`src/rtl/div_pkg.sv`:
```
// div_pkg: shared state type, width and sign helpers
// for the sequential signed restoring divider.
package div_pkg;

  localparam int DIV_WIDTH = 8;

  typedef enum logic [2:0] {
    IDLE,
    SETUP,
    ITER,
    FIXUP,
    DONE
  } div_state_t;

  function automatic logic [DIV_WIDTH-1:0] negate(
    input logic [DIV_WIDTH-1:0] x
  );
    return -x;
  endfunction

  // Unsigned magnitude; the most-negative value maps to 2^(W-1).
  function automatic logic [DIV_WIDTH-1:0] mag(
    input logic [DIV_WIDTH-1:0] x
  );
    return x[DIV_WIDTH-1] ? -x : x;
  endfunction

endpackage

```
`src/rtl/seq_divider_step.sv`:
```
// div_step: one combinational restoring iteration on
// the {A,Q} pair against the divisor magnitude V.
module div_step #(
  parameter int WIDTH = 8
) (
  input  logic [2*WIDTH-1:0] aq,
  input  logic [WIDTH:0]     v,
  output logic [2*WIDTH-1:0] aq_nx
);

  logic [WIDTH-1:0] a;
  logic [WIDTH-1:0] q;
  logic [WIDTH:0]   sh;
  logic [WIDTH:0]   t;
  logic [WIDTH-1:0] a_nx;
  logic [WIDTH-1:0] q_nx;

  assign a  = aq[2*WIDTH-1:WIDTH];
  assign q  = aq[WIDTH-1:0];
  assign sh = {a, q[WIDTH-1]};
  // A stays below V, so W+1 bits hold the signed trial difference.
  assign t  = sh - v;

  assign q_nx  = {q[WIDTH-2:0], ~t[WIDTH]};
  assign a_nx  = t[WIDTH] ? sh[WIDTH-1:0] : t[WIDTH-1:0];
  assign aq_nx = {a_nx, q_nx};

endmodule

```
`src/rtl/seq_divider.sv`:
```
// seq_divider: switch/button driven signed restoring divider,
// one quotient bit per clock, results held for display.
module seq_divider
  import div_pkg::*;
#(
  parameter int WIDTH = DIV_WIDTH
) (
  input  logic             Clk,
  input  logic             Reset,
  input  logic             Run,
  input  logic             LoadDividend,
  input  logic             LoadDivisor,
  input  logic [WIDTH-1:0] Din,
  output logic [WIDTH-1:0] Dividend,
  output logic [WIDTH-1:0] Divisor,
  output logic [WIDTH-1:0] Quotient,
  output logic [WIDTH-1:0] Remainder,
  output logic             Busy,
  output logic             Done,
  output logic             DivZero,
  output logic             Ovf
);

  localparam int CW = $clog2(WIDTH + 1);

  div_state_t state;
  div_state_t state_nx;

  logic             start_q;
  logic             load;
  logic             go;
  logic             last;
  logic             zero_div;
  logic             ovf_case;
  logic             s_d;
  logic             s_v;
  logic [WIDTH-1:0] a_r;
  logic [WIDTH-1:0] q_r;
  logic [WIDTH:0]   v_r;
  logic [CW-1:0]    cnt;
  logic [WIDTH-1:0] dd_mag;
  logic [WIDTH:0]   dv_mag;
  logic [2*WIDTH-1:0] aq_nx;

  assign load     = LoadDividend | LoadDivisor;
  // Run sampled on one edge commits the start on the next.
  assign go       = (state == IDLE) && start_q;
  assign last     = cnt == CW'(WIDTH - 1);
  assign zero_div = Divisor == '0;
  assign ovf_case = (Dividend == {1'b1, {(WIDTH-1){1'b0}}})
                 && (Divisor == '1);

  assign dd_mag = Dividend[WIDTH-1] ? -Dividend : Dividend;
  assign dv_mag = {1'b0, Divisor[WIDTH-1] ? -Divisor : Divisor};

  div_step #(.WIDTH(WIDTH)) u_step (
    .aq    ({a_r, q_r}),
    .v     (v_r),
    .aq_nx (aq_nx)
  );

  always_comb begin
    state_nx = state;
    unique case (state)
      IDLE:    if (go) state_nx = SETUP;
      SETUP:   state_nx = zero_div ? DONE : ITER;
      ITER:    if (last) state_nx = FIXUP;
      FIXUP:   state_nx = DONE;
      DONE:    if (!Run) state_nx = IDLE;
      default: state_nx = IDLE;
    endcase
  end

  assign Busy = state inside {SETUP, ITER, FIXUP};
  assign Done = state == DONE;

  always_ff @(posedge Clk or negedge Reset) begin
    if (!Reset) begin
      state     <= IDLE;
      start_q   <= 1'b0;
      Dividend  <= '0;
      Divisor   <= '0;
      Quotient  <= '0;
      Remainder <= '0;
      DivZero   <= 1'b0;
      Ovf       <= 1'b0;
      s_d       <= 1'b0;
      s_v       <= 1'b0;
      a_r       <= '0;
      q_r       <= '0;
      v_r       <= '0;
      cnt       <= '0;
    end else begin
      state   <= state_nx;
      start_q <= 1'b0;
      unique case (state)
        IDLE: begin
          if (go) begin
            DivZero   <= 1'b0;
            Ovf       <= 1'b0;
            Quotient  <= '0;
            Remainder <= '0;
          end else begin
            start_q <= Run && !load;
            if (LoadDividend) Dividend <= Din;
            if (LoadDivisor)  Divisor  <= Din;
          end
        end
        SETUP: begin
          s_d <= Dividend[WIDTH-1];
          s_v <= Divisor[WIDTH-1];
          a_r <= '0;
          q_r <= dd_mag;
          v_r <= dv_mag;
          cnt <= '0;
          if (zero_div) begin
            DivZero   <= 1'b1;
            Quotient  <= '1;
            Remainder <= Dividend;
          end
        end
        ITER: begin
          {a_r, q_r} <= aq_nx;
          cnt        <= cnt + CW'(1);
        end
        FIXUP: begin
          if (ovf_case) begin
            Ovf       <= 1'b1;
            Quotient  <= {1'b1, {(WIDTH-1){1'b0}}};
            Remainder <= '0;
          end else begin
            Quotient  <= (s_d ^ s_v) ? -q_r : q_r;
            Remainder <= s_d ? -a_r : a_r;
          end
        end
        DONE: ;
        default: ;
      endcase
    end
  end

endmodule

```
`config.mk`:
```
export PLATFORM = sky130hd
export DESIGN_NAME = seq_divider
export DESIGN_NICKNAME = d
export VERILOG_FILES = /design/src/rtl/div_pkg.sv /design/src/rtl/seq_divider_step.sv /design/src/rtl/seq_divider.sv
export SDC_FILE = /design/constraint.sdc
export NUM_CORES = 1
export LEC_CHECK = 0
export BUFFER_PORTS_ARGS = -buffer_cell sky130_fd_sc_hd__buf_2
export CELL_PAD_IN_SITES_DETAIL_PLACEMENT = 1
export CELL_PAD_IN_SITES_GLOBAL_PLACEMENT = 1
export CORE_MARGIN = 2
export CORE_UTILIZATION = 25
export DETAILED_ROUTE_END_ITERATION = 12
export PLACE_DENSITY = 0.58
export SLEW_MARGIN = 5
export SYNTH_ARGS = -nofsm -noshare
export SYNTH_HDL_FRONTEND = slang
export SYNTH_SLANG_ARGS = --single-unit
```
`constraint.sdc`:
```
create_clock -name Clk -period 2.95 [get_ports Clk]
set_input_delay 0.1475 -clock Clk [delete_from_list [all_inputs] [get_ports Clk]]
set_output_delay 0.1475 -clock Clk [all_outputs]
set_load 0.02 [all_outputs]
```
* Yosys cells after proc, flatten, opt, wreduce, memory -nomap -nowiden
Cells that the tools add are included.
Cells by class: multiplexer cells 27, bitwise gates (word level) 4, eq/ne operators 12, add/sub/neg operators 6, reduce and logical (&&, ||, !) cells 17
Operator list (number):
- $mux 8 | 10
- $pmux 8 s3 | 2
- $neg 8->8 | 4
- $pmux 8 s2 | 2
- $reduce_and 3->1 | 6
- $eq 8x8->1 const B | 2
- $pmux 3 s5 | 1
- $mux 3 | 4
- $ne 2x2->1 const B | 5
- $sub 9x8->9 | 1
- $logic_not 8->1 | 1
- $pmux 4 s2 | 1
- $eq 3x2->1 const B | 2
- $reduce_bool 2->1 | 3
- $reduce_bool 3->1 | 2
- $mux 1 | 5
- $add 4x1->4 const B | 1
- $eq 4x3->1 const B | 1
- $pmux 1 s2 | 2
- $eq 3x1->1 const B | 1
- $eq 3x3->1 const B | 1
- $logic_and 1x1->1 | 3
- $logic_not 3->1 | 1
- $not 1->1 | 2
- other kinds (3) | 3
Storage, ports and cells: register bits after elaboration 68, output and inout bits 36, word-level logic and storage cells 80, input port bits 13

* Longest topological paths before layout
word-level depth 5, mapped depth 11

* Modules after synthesis
Synthesis repeated with hierarchy kept, for this count alone.
Unflattened totals: cells, all modules 378, area, all modules 3932.5 µm²
Modules (own cells, without submodules):
- seq_divider | seq. area each 1701.6 µm², area each 3382.0 µm², times used 1, cells each 309
- div_step | seq. area each 0.0 µm², area each 550.5 µm², times used 1, cells each 69

* Worst setup path before layout
No wires, ideal clock.
path kind register to register, start reg Dividend[0], end reg Remainder[7], setup slack 403 ps, arrival 2422 ps, cell stages (with the launch flop) 9, buffers on the path 0, data required time 2825 ps, setup time 125 ps, cell sequence dfrtp_1 -> inv_1 -> ha_1 -> or3b_1 -> or3_1 -> or4_4 -> nand3_4 -> o21ai_0 -> mux2_4
Between the ends: word-level cells in the longest chain between the ends 4
RTL lines:
- from (decl) | line seq_divider.sv:14 | output logic [WIDTH-1:0] Dividend,
- from (signal assigned) | line seq_divider.sv:105 | if (LoadDividend) Dividend <= Din;
- $eq 8x8->1 | line seq_divider.sv:50 | assign ovf_case = (Dividend == {1'b1, {(WIDTH-1){1'b0}}})
- $logic_and 1x1->1 | line seq_divider.sv:51 | && (Divisor == '1);
- $mux 8 | line seq_divider.sv:127 | if (ovf_case) begin
- $pmux 8 s3 | line seq_divider.sv:96 | unique case (state)
- to (signal assigned) | line seq_divider.sv:119 | Remainder <= Dividend;
- to (signal assigned) | line seq_divider.sv:133 | Remainder <= s_d ? -a_r : a_r;
- to (decl) | line seq_divider.sv:17 | output logic [WIDTH-1:0] Remainder,
Every way passes these cells. A chain may end at the register's enable or synchronous reset.

* Final worst setup path
start reg Dividend[0], end reg Remainder[1]
Same word-level chain as after synthesis.

==> results.tsv <==
metric	value	unit
run status	finished, final reports clean	
crit-path max FO	8	
first-pass iteration count of the detailed router	4	
final sum of negative setup slack	0	ns
distinct cell type count of the synthesized netlist	52	
critical path data arrival time	2.90	ns
count of standard-cell rows	44	
primary flip-flop cell chosen by synthesis mapping	dfrtp_1	
DP HPWL	8196	um
# hold bufs at CTS	1	
Slowest-stage cell, CP	or4_4	
worst clock skew	0.007065	ns
number of buffers inserted by post-CTS setup repair	0	
nets@finish	467	
clock-pin slew on the worst setup and hold paths	0.06	ns
CTS Buf Count	9	
antenna diode instance count	0	
first-iteration detailed-routing DRC count	95	
Post-Synthesis Cells	384	
CP required	3.17	ns
setup repair after global routing missed its margin	no	
CTS tree	built	
number of fill cells in the layout	1698	
first-pass GRT wire length	18040	um
gr usage total	14.55	%
path type of the worst min-delay path	primary input to flip-flop	
final design utilization	31.50	%
shortest period the worst path allows	2.678	ns
area of the mapped netlist	3776	sq um
aggregate global routing overflow	0	
Avg Vias per Cell	4.896	
horizontal die dimension	126.9	um
wire length reported by the detailed router	10980	um
final RePlAce weighted congestion	0.7816	
CTS H-Tree Depth	3	
hold-critical path depth	2	
fraction of final layout cells sized beyond drive strength 1	23.20	%
die footprint	16100	sq um
proportion of synthesized flip-flops having asynchronous set or reset	100.0	%
share of the cycle needed by the critical path after routing	90.77	%
CTS Sinks	68	
area taken by flip-flops and latches	1702	sq um
actual slew at the worst max-slew pin	0.8527	ns
worst-path cell chain	inv_1, ha_1, or3b_1, or3_1, or4_4, nand3_4, o22ai_1, mux2_2	
Max-slew headroom	42.94	%
Leakage Power	0.002116	uW
Setup-failing EPs final	0	
Final Slew Violations	0	
buffers added on ports	48	
max-cap violation count	0	
vias after detailed routing	3075	
Multi-input gate area	1923	sq um
power density over the cells	1273	nW/um^2
average wire length per cell after detail routing	17.48	um
Initial Utilization	25.79	%
largest stage delay on the critical path	0.59	ns
EDFF count, synth	0	
number of antenna violations at the first check in global routing	0	
Critical path origin	Dividend[0]	
FF-to-FF path depth	8	
mean cell area of the mapped netlist	9.834	sq um
vias in the first global route	3256	
pin count of the biggest net entering global routing	69	
CTS max path bufs	2	
Yosys top cell area share	45.06	%
insertion delay of the later-clocked pin in the worst-skew pair	0.34	ns
Boundary Pins	49	
total count of hold-check failures in the final report	0	
Synth warnings	0	
Clk Tree Root Cell	clkbuf_16	
nature of the critical path startpoint	flip-flop	
total chip power	5872	uW
cts repair resizes	0	
sequential share of the synthesized area	45.06	%
origin of the worst min-delay path	Run	
number of flip-flops and latches in the synthesized netlist	68	
Yosys top cell by area	dfrtp_1	
Post-DRT Antenna Nets	0	
peak supply drop	0.5341	mV
Post-Syn Nets	412	
highest clock rate	373.4	MHz
type of element capturing the critical path	flip-flop	
growth of design area from synthesis to finish	22.17	%
number of remaining DRC errors	0	
critical register-to-register path startpoint	Dividend[0]	
cell types with the largest area share after synthesis	dfrtp_1 (45%), mux2_2 (6.6%), o21ai_0 (5.7%)	
Die Y-Extent	126.9	um
critical path class	flip-flop to flip-flop	
core area	14640	sq um
[synthesized netlist by cell type, types with 2 or more instances]
cell,instances
dfrtp_1,68
nand2_1,44
o21ai_0,43
inv_1,23
mux2_2,22
nor2_1,19
xor2_1,17
ha_1,14
clkbuf_1,13
a21oi_1,12
xnor2_1,12
mux2i_1,9
o21a_1,8
a22oi_1,7
o31ai_1,7
nand2b_1,6
and2_1,4
nand3_1,4
nor2b_1,4
nor3_1,4
o22ai_1,4
a21o_1,3
a32oi_1,3
nand4b_1,3
a21boi_0,2
o41ai_1,2
or3_1,2
[kinds of logic (layout without fill, tap and decap cells)]
group                      Yosys count  in the layout  share of synthesized area, %
and+or+nand+nor                    101            101                         13.22
AOI/OAI and AO/OA                  100            100                         16.47
DFF                                 68             68                         45.06
xor gates and xnor gates            29             29                         6.726
buffers and inverters               39             99                         4.009
muxes                               32             32                         9.344
adders and majority gates           15             15                         5.169
[registers in the layout, indices dropped and copies added, names as in the netlist]
signal     cells
Dividend       8
cnt            4
Ovf            1
DivZero        1
state          3
Remainder      8
a_r            8
Quotient       8
s_v            1
s_d            1
v_r            8
q_r            8
start_q        1
Divisor        8
[critical path: cells and delay by family (launching register included)]
| kind | cells | cell delay, ns |
|---|---|---|
| simple gates | 4 | 1.44 |
| flops | 1 | 0.44 |
| mux | 1 | 0.30 |
| fa+ha+maj | 1 | 0.17 |
| buf+inv | 1 | 0.11 |
| compound gates | 1 | 0.10 |
[power by group]
group	internal [uW]	switching [uW]	leakage, uW
Clock	762	414	0.000162
Combinational	1220	1640	0.00109
Sequential	1310	517	0.000861
Total	3300	2570	0.00212
[per-layer routing]
layer / track usage (%) / wire [um] / share of wire (%)
met1: 18.91 / 5162 / 47
met2: 24.10 / 5238 / 48
met3: 3.585 / 453 / 4.1
met4: 4.202 / 121 / 1.1
met5: 0 / 0 / 0
[area by class of cell]
type	count	share of cell area, %
Clock inverter	6	1.899
Multi-Input combinational cell	277	41.69
Clock buffer	10	5.180
Tap cell	184	4.991
Timing Repair Buffer	60	7.486
Sequential cell	68	36.89
Inverter	23	1.871
[cell usage in the layout, fill, tap and decap left out, types with 3 or more instances in the layout]
cell	n
dfrtp_1	68
buf_2	48
nand2_1	44
o21ai_0	43
inv_1	23
mux2_2	22
nor2_1	19
xor2_1	17
ha_1	14
xnor2_1	12
a21oi_1	12
buf_4	10
mux2i_1	9
clkbuf_16	9
o21a_1	8
a22oi_1	7
o31ai_1	7
nand2b_1	6
and2_1	4
nor3_1	4
nor2b_1	4
nand3_1	4
o22ai_1	4
nand4b_1	3
a21o_1	3
a32oi_1	3
[through the flow]
step           worst slack [ns]  std cells  hold slack, ns  area [sq um]
2_1_floorplan            0.4031        384         -0.1481          3776
3_3_place_gp             0.3792        611          0.2008          4277
3_5_place_dp             0.3090        611          0.2073          4277
4_1_cts                  0.2813        628         0.01726          4613
5_1_grt                  0.1443        628         0.02755          4613
6_report                 0.2722        628         0.02319          4613
[path summary, 6_finish.rpt]
check / slack [ns] / to
max: 0.27 / Remainder[1]
min reg2reg: 0.48 / Quotient[1]
max reg2reg: 0.27 / Remainder[1]
max in group asynchronous: 2.28 / a_r[3]
min: 0.02 / state[2]
min in group asynchronous: 0.35 / start_q
(Power assumes the default switching activity.)
